**src/rtl/tl_ul_inflight_monitor.sv**
```systemverilog
// TileLink-UL in-flight monitor for one A/D channel pair.
// Checks per-beat legality, held-valid stability and per-source request/response
// pairing. Violations are reported one cycle after the offending edge as a pulse
// plus a 4-bit code (lowest code wins), and latched into a sticky flag.
// Optional per-source timeout checking is enabled by defining TL_UL_MONITOR_TIMEOUT_EN.
module tl_ul_inflight_monitor #(
  parameter int SOURCE_BITS    = 2,
  parameter int ADDR_BITS      = 32,
  parameter int DATA_BYTES     = 4,
  parameter int SIZE_BITS      = 2,
  parameter int TIMEOUT_CYCLES = 1024
) (
  input  logic                   clock,
  input  logic                   reset,
  input  logic                   a_valid,
  input  logic                   a_ready,
  input  logic [2:0]             a_opcode,
  input  logic [SIZE_BITS-1:0]   a_size,
  input  logic [SOURCE_BITS-1:0] a_source,
  input  logic [ADDR_BITS-1:0]   a_address,
  input  logic [DATA_BYTES-1:0]  a_mask,
  input  logic                   d_valid,
  input  logic                   d_ready,
  input  logic [2:0]             d_opcode,
  input  logic [SIZE_BITS-1:0]   d_size,
  input  logic [SOURCE_BITS-1:0] d_source,
  input  logic                   d_denied,
  output logic                   err_pulse,
  output logic [3:0]             err_code,
  output logic                   err_sticky,
  output logic [SOURCE_BITS:0]   inflight_cnt
);

  localparam int NSRC       = 1 << SOURCE_BITS;
  localparam int LOG2_BYTES = $clog2(DATA_BYTES);

  localparam logic [2:0] OP_PUT_FULL    = 3'd0;
  localparam logic [2:0] OP_PUT_PARTIAL = 3'd1;
  localparam logic [2:0] OP_GET         = 3'd4;
  localparam logic [2:0] OP_ACK         = 3'd0;
  localparam logic [2:0] OP_ACK_DATA    = 3'd1;

  logic a_fire, d_fire;
  assign a_fire = a_valid & a_ready;
  assign d_fire = d_valid & d_ready;

  // Per-source table
  logic [NSRC-1:0]      busy_q, busy_n;
  logic                 exp_data_q [NSRC];
  logic [SIZE_BITS-1:0] size_tab_q [NSRC];

  // Stability snapshots of the previous cycle's stalled beats
  logic                   a_hold_q;
  logic [2:0]             a_opcode_q;
  logic [SIZE_BITS-1:0]   a_size_q;
  logic [SOURCE_BITS-1:0] a_source_q;
  logic [ADDR_BITS-1:0]   a_address_q;
  logic [DATA_BYTES-1:0]  a_mask_q;
  logic                   d_hold_q;
  logic [2:0]             d_opcode_q;
  logic [SIZE_BITS-1:0]   d_size_q;
  logic [SOURCE_BITS-1:0] d_source_q;
  logic                   d_denied_q;

  logic op_bad, size_bad, addr_bad, mask_bad;
  logic a_unstable, d_unstable;
  logic a_dup, d_orphan, d_op_bad, d_size_bad;
  logic timeout_hit;
  logic a_set;
  logic is_put;
  logic mask_out;
  logic in_win;
  logic [3:0] code;

  // A-channel per-beat legality: opcode, size, alignment and lane window
  always_comb begin
    // NOTE: every combinational output gets a default first so no path leaves it unassigned, which would infer a latch.
    addr_bad = 1'b0;
    mask_out = 1'b0;
    in_win   = 1'b1;
    is_put   = (a_opcode == OP_PUT_FULL) || (a_opcode == OP_PUT_PARTIAL);
    op_bad   = a_valid && !(is_put || a_opcode == OP_GET);
    size_bad = a_valid && (int'(a_size) > LOG2_BYTES);
    for (int i = 0; i < ADDR_BITS; i++) begin
      if (i < int'(a_size) && a_address[i]) addr_bad = 1'b1;
    end
    addr_bad = a_valid && addr_bad;
    // A lane is in the window when its index matches the address in every bit at or above a_size.
    for (int j = 0; j < DATA_BYTES; j++) begin
      in_win = 1'b1;
      for (int b = 0; b < LOG2_BYTES; b++) begin
        if (b >= int'(a_size) && (((j >> b) & 1) != int'(a_address[b]))) in_win = 1'b0;
      end
      if (a_mask[j] && !in_win) mask_out = 1'b1;
    end
    mask_bad = a_valid && is_put && ((a_mask == '0) || mask_out);
  end

  // Held-valid stability and request/response pairing checks
  always_comb begin
    a_unstable = a_hold_q && (!a_valid || a_opcode != a_opcode_q || a_size != a_size_q ||
                              a_source != a_source_q || a_address != a_address_q ||
                              a_mask != a_mask_q);
    d_unstable = d_hold_q && (!d_valid || d_opcode != d_opcode_q || d_size != d_size_q ||
                              d_source != d_source_q || d_denied != d_denied_q);
    // A busy source may be reissued only if its response retires on the same edge.
    a_dup      = a_fire && busy_q[a_source] && !(d_fire && d_source == a_source);
    d_orphan   = d_fire && !busy_q[d_source];
    d_op_bad   = d_fire && (d_opcode != (exp_data_q[d_source] ? OP_ACK_DATA : OP_ACK));
    d_size_bad = d_fire && (d_size != size_tab_q[d_source]);
    a_set      = a_fire && !(op_bad || size_bad || addr_bad || mask_bad);
  end

  // Priority encode: lowest violation code wins
  always_comb begin
    code = 4'd0;
    if      (op_bad)      code = 4'd1;
    else if (size_bad)    code = 4'd2;
    else if (addr_bad)    code = 4'd3;
    else if (mask_bad)    code = 4'd4;
    else if (a_unstable)  code = 4'd5;
    else if (d_unstable)  code = 4'd6;
    else if (a_dup)       code = 4'd7;
    else if (d_orphan)    code = 4'd8;
    else if (d_op_bad)    code = 4'd9;
    else if (d_size_bad)  code = 4'd10;
    else if (timeout_hit) code = 4'd11;
  end

  // Next busy vector: retire first, then set, so same-source reuse nets to busy
  always_comb begin
    busy_n = busy_q;
    if (d_fire) busy_n[d_source] = 1'b0;
    if (a_set)  busy_n[a_source] = 1'b1;
  end

  // Busy bits, stability snapshots and error outputs
  always_ff @(posedge clock) begin
    if (reset) begin
      busy_q      <= '0;
      a_hold_q    <= 1'b0;
      a_opcode_q  <= '0;
      a_size_q    <= '0;
      a_source_q  <= '0;
      a_address_q <= '0;
      a_mask_q    <= '0;
      d_hold_q    <= 1'b0;
      d_opcode_q  <= '0;
      d_size_q    <= '0;
      d_source_q  <= '0;
      d_denied_q  <= 1'b0;
      err_pulse   <= 1'b0;
      err_code    <= 4'd0;
      err_sticky  <= 1'b0;
    end else begin
      // NOTE: state registers use non-blocking assignment so every flop samples pre-edge values.
      busy_q      <= busy_n;
      a_hold_q    <= a_valid & ~a_ready;
      a_opcode_q  <= a_opcode;
      a_size_q    <= a_size;
      a_source_q  <= a_source;
      a_address_q <= a_address;
      a_mask_q    <= a_mask;
      d_hold_q    <= d_valid & ~d_ready;
      d_opcode_q  <= d_opcode;
      d_size_q    <= d_size;
      d_source_q  <= d_source;
      d_denied_q  <= d_denied;
      err_pulse   <= (code != 4'd0);
      err_code    <= code;
      err_sticky  <= err_sticky | (code != 4'd0);
    end
  end

  // Record expected response opcode and size for each accepted request
  always_ff @(posedge clock) begin
    // NOTE: the payload table has no reset; entries are only read while busy, and busy is reset.
    if (a_set) begin
      exp_data_q[a_source] <= (a_opcode == OP_GET);
      size_tab_q[a_source] <= a_size;
    end
  end

  // Outstanding-source count
  always_comb begin
    inflight_cnt = '0;
    for (int i = 0; i < NSRC; i++) begin
      inflight_cnt = inflight_cnt + (SOURCE_BITS+1)'(busy_q[i]);
    end
  end

`ifdef TL_UL_MONITOR_TIMEOUT_EN
  localparam int AGE_W = $clog2(TIMEOUT_CYCLES + 1);

  logic [AGE_W-1:0] age_q [NSRC];
  logic [NSRC-1:0]  hit_vec;

  // A source times out on the cycle its age would step onto TIMEOUT_CYCLES; saturation makes it once per transaction.
  always_comb begin
    for (int s = 0; s < NSRC; s++) begin
      hit_vec[s] = busy_q[s] && (age_q[s] == AGE_W'(TIMEOUT_CYCLES - 1)) &&
                   !(d_fire && int'(d_source) == s) && !(a_set && int'(a_source) == s);
    end
    timeout_hit = |hit_vec;
  end

  // Per-source age counters: zero on issue or retire, count while busy, saturate
  always_ff @(posedge clock) begin
    for (int s = 0; s < NSRC; s++) begin
      if (reset) begin
        age_q[s] <= '0;
      end else if ((a_set && int'(a_source) == s) || (d_fire && int'(d_source) == s)) begin
        age_q[s] <= '0;
      end else if (busy_q[s] && age_q[s] != AGE_W'(TIMEOUT_CYCLES)) begin
        age_q[s] <= age_q[s] + 1'b1;
      end
    end
  end
`else
  // Timeout checking compiled out; never true for any legal TIMEOUT_CYCLES.
  assign timeout_hit = (TIMEOUT_CYCLES < 0);
`endif

endmodule

```
**config.mk**
```make
export PLATFORM = sky130hd
export DESIGN_NAME = tl_ul_inflight_monitor
export DESIGN_NICKNAME = d
export VERILOG_FILES = /design/src/rtl/tl_ul_inflight_monitor.sv
export SDC_FILE = /design/constraint.sdc
export NUM_CORES = 1
export LEC_CHECK = 0
export CELL_PAD_IN_SITES_DETAIL_PLACEMENT = 1
export CELL_PAD_IN_SITES_GLOBAL_PLACEMENT = 1
export CORE_MARGIN = 3
export CORE_UTILIZATION = 40
export CTS_BUF_LIST = sky130_fd_sc_hd__clkbuf_16
export CTS_CLUSTER_DIAMETER = 40
export DETAILED_ROUTE_END_ITERATION = 10
export PLACE_DENSITY = 0.79
export SLEW_MARGIN = 10
export SYNTH_ARGS = -nofsm -noshare
export SYNTH_HDL_FRONTEND = slang
export SYNTH_SLANG_ARGS = --single-unit
```
**constraint.sdc**
```tcl
create_clock -name clock -period 3.4 [get_ports clock]
set_clock_uncertainty 0.1 [all_clocks]
set_input_delay 0.51 -clock clock [delete_from_list [all_inputs] [get_ports clock]]
set_output_delay 0.51 -clock clock [all_outputs]
set_load 0.02 [all_outputs]
```
# Word level (Yosys, flattened, before mapping)
# Memory sizes are Yosys's and may differ from the RTL's.
# Cells that the tools add are included.
# Widths: inputs -> output; s select.
# totals
ff_bits	63
mem_bits_rw	12
in_bits	57
output_inout_bits	9
wordCells	147
memories	2
# classes
add_sub_neg	3
n_lt_le_gt_ge	10
eq_ne	14
mux	36
bitwise	12
reduce_logical	55
# mem_list
memory	depth	width	read_ports	rd_ports_with_merged_regs	wr	line	text
size_tab_q	4	2	1	0	1	50	logic [SIZE_BITS-1:0] size_tab_q [NSRC];
exp_data_q	4	1	1	0	1	49	logic exp_data_q [NSRC];
# ops
op	count
$mux 4	12
$ne 32x32->1	1
$logic_and 1x1->1	27
$mux 1	20
$logic_or 1x1->1	15
$logic_not 1->1	10
$ne 2x2->1	5
$lt 2x3->1 const B	2
$ne 3x3->1	2
$and 1x1->1	4
$and 4x4->4	1
$bmux 1 s2	2
$demux 1 s2	2
$ge 1x2->1 const A	2
$ge 2x1->1 const B	2
$logic_not 4->1	1
$lt 1x2->1 const A	2
$ne 4x4->1	1
$not 1->1	4
$not 4->4	1
$or 4x4->4	1
$reduce_bool 4->1	1
$add 2x1->3	1
$add 3x1->3	1
10 further kinds	10

# Depth between registers and ports, before layout
# depth
depth_word	18
ltp_mapped	8
ltp_nobuf	7

# Worst setup path after synthesis
# Ideal clock, no wire load.
# synth_path
kind	in2reg
startpoint	in a_source[1]
endpoint	reg err_sticky
setup_time_ns	0.134
arrival_time_ns	2.083
t_required_ns	3.166
setup_slack_ns	1.084
path_stages	7
n_path_buf	1
cell_sequence	buf_2 > mux4_2 > and4b_1 > or2_1 > o31ai_1 > a21o_1 > o2111ai_2
# synth_via
elab_chain_cells	13
elab_cells_between_ends	21
cone_classes	2 x eq/ne; 9 x mux; 1 x bitwise; 9 x reduce/logical
# synth_lines
element	line	text
start: declaration	19	input logic [SOURCE_BITS-1:0] a_source,
$bmux 1 s2 / $eq 2x2->1 (equally long branches)	107	a_dup = a_fire && busy_q[a_source] && !(d_fire && d_source == a_source);
$mux 1 (not written as such) / $logic_and 1x1->1 (equally long branches)	107	
$logic_and 1x1->1 / $logic_not 1->1 (equally long branches)	107	
$logic_and 1x1->1	107	
$mux 4	123	else if (a_dup) code = 4'd7;
$mux 4	122	else if (d_unstable) code = 4'd6;
$mux 4 *	121	else if (a_unstable) code = 4'd5;
$mux 4 *	120	else if (mask_bad) code = 4'd4;
$mux 4 *	119	else if (addr_bad) code = 4'd3;
$mux 4 *	118	else if (size_bad) code = 4'd2;
$mux 4 *	117	if (op_bad) code = 4'd1;
$reduce_bool 4->1 *	171	err_sticky <= err_sticky | (code != 4'd0);
$or 1x1->1 *	171	
end signal: assignment	171	
end: declaration	30	output logic err_sticky,
# Mark *: on every way between the ends. The rest lies on a longest branch, timed or not. The select of a mux whose other input is x is not followed.
# A chain may end at the register's enable or synchronous reset.

# Final worst setup path
# layout_path
startpoint	reg busy_q[0]
endpoint	out inflight_cnt[1]
# layout_via
elab_chain_cells	3
# layout_lines
element	line	text
start: declaration	48	logic [NSRC-1:0] busy_q, busy_n;
start signal: assignment	157	busy_q <= busy_n;
$add 1x1->2	188	inflight_cnt = inflight_cnt + (SOURCE_BITS+1)'(busy_q[i]);
$add 2x1->3	188	
$add 3x1->3	188	
end: declaration	31	output logic [SOURCE_BITS:0] inflight_cnt
# No other way between the ends.

==> summary.md <==
| Metric | Value |
|---|---|
| Peak supply drop | around 0.28 mV |
| 1st-pass router iterations | 4 |
| Hpwl dp | approximately 5700 um |
| EDFF count, synth | 12 |
| Placed cells | about 470 |
| P_sw | 498 uW |
| Final GP Congestion | 0.805 |
| Initial antenna violation count | 0 |
| Vias/cell | ~5 |
| RR Endpoint | err_sticky |
| Final-report max-slew violation count | 0 |
| Fin nets | 440 |
| I/O pin cnt | 66 |
| Comb pwr share | 11.6% |
| Clock sinks | 75 |
| Tmin final | about 3.0 ns |
| Num CTS Buffers | 9 |
| Congestion Overflow GR | 0 |
| Register share of total power | between 40% and 50% |
| Status | finished clean |
| Chip Width | around 96 um |
| Synthesized area | between 0.003 and 0.004 sq mm |
| Achievable frequency | 333 MHz |
| Pleak | about 0.0017 uW |
| Seq/Total Area, Yosys | 49.6% |
| Area share of the largest cell type after synthesis | between 30% and 40% |
| Critical path's slowest cell | clkdlybuf4s50_1 |
| GRT Resource Usage Total | around 18% |
| Total Die Area | slightly above 0.009 sq mm |
| Post-cts sizing count | 0 |
| Initial DRC count | 86 |
| Cells on Worst Hold Path | 2 |
| FF+latch count, synth | 75 |
| Max Cap Viol | 0 |
| Yosys warnings | 0 |
| Hold Vio Cnt, Final | 0 |
| Clock share of power | between 40% and 50% |
| H-tree Lvls | 3 |
| Flop2flop setup slack | 1.19 ns |
| Crit Path Max Fanout | 4 |
| Pre-CTS setup slack | 0.345 ns |
| DR vias | ~2,400 |
| PortBufs | 65 |
| Mean Syn Cell Area | around 10 sq um |
| Synthesized netlist cell count | 313 |
| Biggest area consumer among synthesized cells | dfxtp_1 |
| Vias in the first global route | ~2,500 |
| Final WL | 7850 um |
| Core area | between 0.007 and 0.008 sq mm |
| Post-synth net total | roughly 370 |
| RSZ-0062 raised after global routing | no |
| Row cnt | 32 |
| Crit Path Class | reg2out |
| Fin worst setup slack | approximately 0.4 ns |
| Yosys cell types | 48 |
| Clock transition at path regs | ~0.050 ns |
| CTS Hold Bufs | 0 |
| Top-count cell post-synth | dfxtp_1 |
| Clk_lat worst skew | about 0.33 ns |
| Layout cell share with drive strength beyond 1 | under 10% |
| Post-synth ARST share | 0% |
| Required time of the worst setup path | around 2.8 ns |
| WHS Endpoint | busy_q[1] |
| Cell Chain, Critical Path | inv_1 -> fa_1 -> inv_1 -> ha_1 -> ha_1 -> clkdlybuf4s50_1 |
| Final Non-Filler Cells | approximately 490 |
| First-pass GRT wire length | ~13,000 um |
| Delay-heaviest family, CP | adder cells |
| Initial Util | about two fifths |
| Largest net degree at the start of global routing | 43 |
| Top cells by area, synth | dfxtp_1 39%, edfxtp_1 11%, nor2b_1 9.2%, xor2_1 8.8%, xnor2_1 3.8% |
| Crit. End Element | primary output |
| Internal power | around 1800 uW |
| Setup_tns | 0 ns |
| R2R Path Start | a_address_q[21] |
| Worst Path Buf+Inv | 3 |
| Most frequent cells after synthesis | 63 x dfxtp_1, 48 x nor2b_1, 33 x xor2_1 |
| Worst EP arrival | between 2 and 2.5 ns |
| Reg2Reg Depth | 7 |
| P&R area growth vs syn | 33.4% |
| Synth Flop Type | dfxtp_1 |
| Antenna-violating nets left | 0 |
| Dpl cell area | between 0.004 and 0.005 sq mm |
| Wire length per cell | 16.1 um |
| # DRC | 0 |
| P per Cell Area | 530 mW/mm^2 |
| Min-delay src | busy_q[1] |
| Worst Setup Start Kind | flip-flop |
| Final period util | 88.4% |
| Post-CTS setup buffer count | 0 |
| Class of the worst hold path | reg2reg |
| Switching share of total power | 21.6% |
| Slew headroom | 55.6% |
| Final-layout fill cell count | 863 |
| Die height | approximately 96 um |
| CTS tree | yes |
| Antenna Cells | 0 |
| Worst-margin pin slew | around 0.66 ns |
| Design area | between 0.004 and 0.005 sq mm |
| CTS max path bufs | 2 |
| Critical Path Max Stage Delay | about 0.59 ns |
| Final Util | 55.6% |
| CTS root buf | clkbuf_16 |
| Final setup violation count | 0 |
-- worst reg2reg max path: stages, from the launching register on --
cell and delay, ns:
dfxtp_1 0.31, nand2b_1 0.07, o2111ai_1 0.14, or4_4 0.58
o41ai_4 0.46, o211ai_1 0.17, nand3_2 0.14, o2111ai_2 0.11
-- cell type report --
| class | count | area, sq um | share of cell area (%) |
|---|---|---|---|
| inverters | 19 | 71.3 | 1.64 |
| repair buffers | 68 | 668 | 15.3 |
| flip-flops and latches | 75 | 1620 | 37.2 |
| well taps | 102 | 128 | 2.93 |
| clock inverters | 5 | 72.6 | 1.66 |
| multi-input cells | 207 | 1530 | 35.0 |
| clock buffers | 11 | 275 | 6.31 |
-- metal layers --
metal	track usage (%)	vias to the layer above	part of all wire, %
li1	-	1194	-
met1	21.9	1185	45
met2	30.5	49	49
met3	3.72	16	3.8
met4	9.23	0	2.3
met5	0	-	0
-- cells by family (layout without fill, tap and decap cells) --
group                    Yosys count  count (layout)  share of synthesized area (%)
AND/OR/NAND/NOR                  120             120                           21.4
XOR/XNOR                          47              47                           12.6
adder cells (fa/ha/maj)            3               3                           1.38
flip-flops                        75              75                           49.6
AO/OA/AOI/OAI                     32              32                           7.81
multiplexers                       5               5                           3.44
buffers and inverters             31             103                           3.75
-- worst max path at each step --
stage	cells after the start	from	endpoint	slack (ns)
floorplan	7	a_source[1]	err_sticky	1.08
global placement	7	a_source[1]	err_sticky	0.42
detailed placement	8	a_source[1]	err_sticky	0.34
global route	6	busy_q[0]	inflight_cnt[1]	0.26
finish	6	busy_q[0]	inflight_cnt[1]	0.39
CTS	6	busy_q[0]	inflight_cnt[1]	0.36
-- state kept, by name, summed over array words and instances (netlist names), 3 cells and up --
register,flops
a_address_q,32
a_mask_q,4
a_opcode_q,3
busy_q,4
d_opcode_q,3
err_code,4
exp_data_q,4
size_tab_q,8
-- power groups by stage --
stage / logic [uW] / clock network, uW / registers (uW)
global route: 295 / 1140 / 966
detailed placement: 268 / 0 / 982
global placement: 260 / 0 / 980
CTS: 272 / 1100 / 963
floorplan: 132 / 0 / 986
finish: 268 / 1080 / 963
-- per-stage QoR --
step	power [uW]	hold slack, ns
final	2310	0.427
after global routing	2400	0.456
after CTS	2340	0.428
after detailed placement	1250	0.416
after global placement	1240	0.406
after floorplan	1120	0.368
-- cell usage in the layout (no fill, tap or decap), types with 2 or more instances in the layout --
| cell | count |
|---|---|
| o31ai_1 | 2 |
| nor2b_1 | 48 |
| nand2b_1 | 10 |
| o211ai_1 | 2 |
| nor4_1 | 9 |
| buf_4 | 3 |
| bufinv_16 | 2 |
| o2111ai_1 | 2 |
| a41oi_1 | 2 |
| xnor2_1 | 14 |
| dfxtp_1 | 63 |
| clkdlybuf4s50_1 | 64 |
| a31oi_1 | 2 |
| nor3b_1 | 3 |
| xor2_1 | 33 |
| nand3_1 | 5 |
| mux4_2 | 5 |
| inv_1 | 20 |
| o21ai_0 | 3 |
| nor2_1 | 17 |
| nand4_1 | 4 |
| nand3b_1 | 2 |
| nand2_1 | 10 |
| nor3_1 | 3 |
| clkbuf_16 | 11 |
| ha_1 | 2 |
| a21oi_1 | 8 |
| edfxtp_1 | 12 |
Note: power is estimated with default switching activity, not from simulation.
